**src/rtl/cpu_pkg.sv**
```systemverilog
// Shared definitions for the 8-bit RISC core sequencer: state encodings,
// opcode constants and the opcode classifier used by the decode step.
package cpu_pkg;

    // Sequencer states; the encodings are visible on the debug state port.
    typedef enum logic [2:0] {
        ST_IDLE   = 3'd0,
        ST_FETCH  = 3'd1,
        ST_DECODE = 3'd2,
        ST_EXEC   = 3'd3,
        ST_MEM    = 3'd4,
        ST_HALT   = 3'd5,
        ST_ERR    = 3'd6
    } state_t;

    // Coarse instruction class derived from the opcode field.
    typedef enum logic [2:0] {
        CLS_NOP = 3'd0,
        CLS_ALU = 3'd1,
        CLS_LD  = 3'd2,
        CLS_ST  = 3'd3,
        CLS_HLT = 3'd4
    } opc_class_t;

    localparam int unsigned OPC_NOP    = 32'h0;
    localparam int unsigned OPC_ALU_LO = 32'h1;
    localparam int unsigned OPC_ALU_HI = 32'h7;
    localparam int unsigned OPC_LD     = 32'h8;
    localparam int unsigned OPC_ST     = 32'h9;
    localparam int unsigned OPC_HLT    = 32'hF;

    // Unassigned opcodes (0xA-0xE and anything wider) fall through to NOP.
    function automatic opc_class_t opc_classify(input int unsigned opc);
        opc_class_t cls;
        cls = CLS_NOP;
        if (opc >= OPC_ALU_LO && opc <= OPC_ALU_HI) begin
            cls = CLS_ALU;
        end else if (opc == OPC_LD) begin
            cls = CLS_LD;
        end else if (opc == OPC_ST) begin
            cls = CLS_ST;
        end else if (opc == OPC_HLT) begin
            cls = CLS_HLT;
        end
        return cls;
    endfunction

endpackage

```
**src/rtl/ack_timer.sv**
```systemverilog
// Memory-acknowledge wait counter. Counts cycles spent waiting for mem_ack
// and flags when the count has reached ACK_TIMEOUT.
module ack_timer #(
    parameter int ACK_TIMEOUT = 15
) (
    input  logic clk,
    input  logic rst_n,
    input  logic clr,
    input  logic en,
    output logic timeout
);

    localparam int CNT_W = $clog2(ACK_TIMEOUT + 1);

    logic [CNT_W-1:0] cnt_q;

    // Clear has priority; counting stops once the limit is reached so the
    // counter never wraps while the sequencer leaves for ERR.
    always_ff @(posedge clk or negedge rst_n) begin
        if (!rst_n) begin
            cnt_q <= '0;
        end else if (clr) begin
            cnt_q <= '0;
        end else if (en && !timeout) begin
            cnt_q <= cnt_q + CNT_W'(1);
        end
    end

    assign timeout = (cnt_q == CNT_W'(ACK_TIMEOUT));

endmodule

```
**src/rtl/mem_seq_ctrl.sv**
```systemverilog
// Instruction sequencer for the 8-bit RISC core: fetch/decode/execute/memory
// phases with a req/ack memory handshake, address-source select MA and the
// IR-load, PC-increment, ALU-enable and register-write strobes.
module mem_seq_ctrl
    import cpu_pkg::*;
#(
    parameter int ACK_TIMEOUT = 15,
    parameter int OPC_W       = 4
) (
    input  logic             clk,
    input  logic             rst_n,
    input  logic             run,
    input  logic [OPC_W-1:0] opcode,
    input  logic             mem_ack,
    output logic             MA,
    output logic             mem_req,
    output logic             mem_we,
    output logic             ir_load,
    output logic             pc_inc,
    output logic             alu_en,
    output logic             reg_we,
    output logic             halted,
    output logic             bus_err,
    output logic [2:0]       state
);

    state_t     state_q;
    state_t     state_d;
    state_t     next_fetch;
    opc_class_t dec_cls;
    logic       is_st_q;
    logic       tmr_active;
    logic       tmr_clr;
    logic       tmr_en;
    logic       tmr_timeout;

    assign dec_cls    = opc_classify(32'(opcode));
    // Instruction boundary: run is only looked at here and in IDLE.
    assign next_fetch = run ? ST_FETCH : ST_IDLE;

    // The timer only runs while a bus access is outstanding. Every exit from
    // FETCH/MEM happens either on an ack or into a non-access state, so
    // clearing on ack or inactivity guarantees a zero count on entry.
    assign tmr_active = (state_q == ST_FETCH) || (state_q == ST_MEM);
    assign tmr_clr    = !tmr_active || mem_ack;
    assign tmr_en     = tmr_active && !mem_ack;

    ack_timer #(
        .ACK_TIMEOUT (ACK_TIMEOUT)
    ) u_ack_timer (
        .clk     (clk),
        .rst_n   (rst_n),
        .clr     (tmr_clr),
        .en      (tmr_en),
        .timeout (tmr_timeout)
    );

    // State register.
    always_ff @(posedge clk or negedge rst_n) begin
        if (!rst_n) begin
            state_q <= ST_IDLE;
        end else begin
            state_q <= state_d;
        end
    end

    // Capture LD/ST direction in DECODE so opcode may change during MEM.
    always_ff @(posedge clk or negedge rst_n) begin
        if (!rst_n) begin
            is_st_q <= 1'b0;
        end else if (state_q == ST_DECODE) begin
            is_st_q <= (dec_cls == CLS_ST);
        end
    end

    // Next-state and strobe decode; FETCH/MEM strobes are Mealy on mem_ack.
    always_comb begin
        state_d = state_q;
        mem_req = 1'b0;
        mem_we  = 1'b0;
        ir_load = 1'b0;
        pc_inc  = 1'b0;
        alu_en  = 1'b0;
        reg_we  = 1'b0;

        unique case (state_q)
            ST_IDLE: begin
                if (run) begin
                    state_d = ST_FETCH;
                end
            end

            ST_FETCH: begin
                mem_req = 1'b1;
                if (mem_ack) begin
                    ir_load = 1'b1;
                    pc_inc  = 1'b1;
                    state_d = ST_DECODE;
                end else if (tmr_timeout) begin
                    state_d = ST_ERR;
                end
            end

            ST_DECODE: begin
                unique case (dec_cls)
                    CLS_ALU: state_d = ST_EXEC;
                    CLS_LD:  state_d = ST_MEM;
                    CLS_ST:  state_d = ST_MEM;
                    CLS_HLT: state_d = ST_HALT;
                    default: state_d = next_fetch;
                endcase
            end

            ST_EXEC: begin
                alu_en  = 1'b1;
                reg_we  = 1'b1;
                state_d = next_fetch;
            end

            ST_MEM: begin
                mem_req = 1'b1;
                mem_we  = is_st_q;
                if (mem_ack) begin
                    reg_we  = !is_st_q;
                    state_d = next_fetch;
                end else if (tmr_timeout) begin
                    state_d = ST_ERR;
                end
            end

            ST_HALT: begin
                state_d = ST_HALT;
            end

            ST_ERR: begin
                state_d = ST_ERR;
            end

            default: begin
                state_d = ST_IDLE;
            end
        endcase
    end

    assign MA      = (state_q != ST_MEM);
    assign halted  = (state_q == ST_HALT);
    assign bus_err = (state_q == ST_ERR);
    assign state   = state_q;

endmodule

```
**config.mk**
```make
export PLATFORM = sky130hd
export DESIGN_NAME = mem_seq_ctrl
export DESIGN_NICKNAME = d
export VERILOG_FILES = /design/src/rtl/cpu_pkg.sv /design/src/rtl/ack_timer.sv /design/src/rtl/mem_seq_ctrl.sv
export SDC_FILE = /design/constraint.sdc
export NUM_CORES = 1
export LEC_CHECK = 0
export ABC_AREA = 1
export CORE_MARGIN = 8
export CORE_UTILIZATION = 40
export DETAILED_ROUTE_END_ITERATION = 10
export PLACE_DENSITY = 0.81
export SYNTH_ARGS = -nofsm -noshare
export SYNTH_HDL_FRONTEND = slang
export SYNTH_SLANG_ARGS = --single-unit
export TNS_END_PERCENT = 20
```
**constraint.sdc**
```tcl
create_clock -name clk -period 1.5 [get_ports clk]
set_input_delay 0.3 -clock clk [delete_from_list [all_inputs] [get_ports clk]]
set_output_delay 0.3 -clock clk [all_outputs]
set_load 0.05 [all_outputs]
```
==> results.txt <==
CP Capture Type: output pin
Net Count, Synth: 95
initial antenna violation count: 0
share of cells above drive strength 1: 41.88%
clk root buf: clkbuf_4
area of the mapped netlist: 573.1 µm²
CTS tree: done
row cnt: 13
RSZ-0062 raised after global routing: true
Power Density: 1747 nW/µm²
drt initial violations: 19
Syn Area/Cell: 6.663 µm²
die width: 53.85 µm
fmax: 0.6003 GHz
M1 WL: 772 µm
ANT cells: 0
WS Path Type: flop to output pin
DP HPWL: 1.483 mm
Clk pwr share: 9.8%
WL met3: 129 µm
Routed WL per cell: 14.61 µm
Bufs and invs on worst path: 1
IO buf count: 19
# IOs: 20
Synth warnings: 0
Final setup viols: 9
Placed Instances: 127
CP Data Required Time: 1.20 ns
worst vdd ir: 0.0009920 V
failing checks: negative setup slack
Seq. cell area: 206.4 µm²
nets: 127
sequential share of power: 18.8%
CP max FO: 3
DRT Wirelength: 1.928 mm
Tmin final: 1.666 ns
Sw Pwr: 934.5 µW
placeable core area: 1318 µm²
leakage: 0.0005186 µW
Worst setup startpoint: state[1]$_DFFE_PN0P_
gpl congestion: 0.8761
H-tree lvl count: 1
routed via count: 703
hold buffers post-CTS: 0
area of the multi-input gates: 387.9 µm²
Internal: 956.1 µW
CTS clk-pin slew, worst paths: 0.06 ns
grt ovf: 0
Longest Clk Path Bufs: 2
CP Cell Sequence: nor2_4 > nand2_8 > o31ai_4 > buf_12
Total GRT Usage: 14.95%
HP Class: input pin to async pin
sw frac: 49.43%
fill count: 80
largest net degree at the start of global routing: 9
Die ar.: 2900 µm²
measured slew at the worst slew-check pin: 0.3678 ns
period utilisation layout: 111.1%
sequential share of the synthesized area: 34.93%
DRT Pass-1 Iters: 4
arrival time worst endpoint: 1.37 ns
Max stage delay on crit path: 0.45 ns
CP max-delay cell: dfrtp_2
clk_lat worst skew: 0.26 ns
global-route wire length before repair: 3.229 mm
Antenna Nets Post-Route: 0
highest routed layer: met4
combinational share of power: 71.4%
Critical Path Source Type: flop
clock buffer count from CTS: 3
WL met2: 1.008 mm
Clock Sinks: 8
Vias/cell: 5.326
Critical R2R Capture: state[0]$_DFFE_PN0P_
Die Span Y: 53.85 µm
vias in the first global route: 733
final slew viol count: 0
Syn Inst Count: 86
Max transition margin: 75.41%
most common cell after layout, fill and taps aside: nand2_1
worst r2r src: state[2]$_DFFE_PN0P_
setup TNS: -0.9104 ns
Starting Density: 43.49%
CP endpoint: reg_we
number of remaining DRC errors: 0
FF+latch count, synth: 8
Final Skew: 0.005537 ns
most frequent cells in the layout: nand2_1, buf_12, nor2_1
R2R Setup Slk: 0.09 ns
status: complete, but fails checks
Final WS setup: -0.1659 ns
Top delay family on crit path: flip-flops
final hold violations: 0
worst reg2reg path depth: 7
final cell count without fillers: 132
number of max-cap violations: 0
Worst path depth: 4
area growth from synthesis to layout: 88.86%
Netlist cell types: 18
-- repair_timing --
| action | in CTS | in global routing |
|---|---|---|
| endpoints found under the hold margin | 0 | 0 |
| resized for setup | 11 | 0 |
| setup endpoints to repair | 9 | 9 |
| buffers inserted | 1 | 0 |
| pin swaps | 3 | 0 |
-- kinds of logic after synthesis --
group | Yosys count | synth area share, %
AO/OA/AOI/OAI | 11 | 11.79
XOR/XNOR | 1 | 1.529
adder cells (fa/ha/maj) | 1 | 2.183
buffers and inverters | 16 | 11.14
flip-flops | 8 | 34.93
AND/OR/NAND/NOR | 49 | 38.43
-- area by class of cell --
class                      count  share of cell area (%)
clock buffer                   4                   2.428
inverter                      15                   5.434
multi-input combinational     62                   35.84
sequential                     8                   19.08
tap                           15                   1.734
timing repair buffer          28                   35.49
-- worst reg2reg max path: cells and delay by family (launching register included) --
| family | cells | cell delay, ns |
|---|---|---|
| simple gates | 6 | 0.61 |
| flops | 1 | 0.52 |
| buf+inv | 1 | 0.16 |
-- cell usage after synthesis, drive strengths merged --
library cell   n  area [µm²]
buf            1       7.510
nor3           1       10.01
o211ai         1       7.510
xnor2          1       8.760
nand3         10       55.05
nand2         21       86.33
dfrtp          8       200.2
or2            2       12.51
o31ai          1       7.510
nor2          15       56.30
a31oi          1       12.51
ha             1       12.51
inv           15       56.30
a21oi          4       20.02
o21ai          4       20.02
-- flip-flops by register name, indices dropped and copies added, names as in the netlist --
register	flops
is_st_q	1
state	3
u_ack_timer.cnt_q	4
-- worst min path at each step --
stage | start | end | slack, ns
final | rst_n | u_ack_timer.cnt_q[0]$_DFFE_PN0P_ | 0.31
after global routing | rst_n | u_ack_timer.cnt_q[0]$_DFFE_PN0P_ | 0.33
after CTS | rst_n | u_ack_timer.cnt_q[0]$_DFFE_PN0P_ | 0.32
after detailed placement | u_ack_timer.cnt_q[1]$_DFFE_PN0P_ | u_ack_timer.cnt_q[1]$_DFFE_PN0P_ | 0.55
after global placement | u_ack_timer.cnt_q[1]$_DFFE_PN0P_ | u_ack_timer.cnt_q[1]$_DFFE_PN0P_ | 0.55
after floorplan | rst_n | is_st_q$_DFFE_PN0P_ | 0.004
-- layer usage --
| layer | GRT usage, % | vias to the layer above |
|---|---|---|
| met4 | 5.462 | 0 |
| li1 | - | 335 |
| met3 | 5.785 | 4 |
| met1 | 16.59 | 336 |
| met5 | 0 | - |
| met2 | 25.29 | 28 |
-- power by group through the flow --
stage	clock (µW)	combinational (µW)	sequential, µW
final	185	1350	356
after global routing	206	1420	365
after CTS	188	1340	353
after detailed placement	0	1280	356
after global placement	0	1250	357
after floorplan	0	600	469
-- through the flow --
step | cell area [µm²] | setup WS [ns] | util [%] | total power [µW] | hold slack (ns)
CTS | 1082 | -0.1691 | 82.15 | 1883 | 0.3223
floorplan | 641.9 | -0.2222 | - | 1070 | 0.004409
finish | 1082 | -0.1659 | 82.15 | 1891 | 0.3136
detailed placement | 1020 | -0.1512 | 77.40 | 1637 | 0.5545
global route | 1082 | -0.2194 | 82.15 | 1991 | 0.3327
global placement | 1020 | -0.1420 | 77.40 | 1608 | 0.5497
No activity file was read; power rests on OpenSTA's default activity.
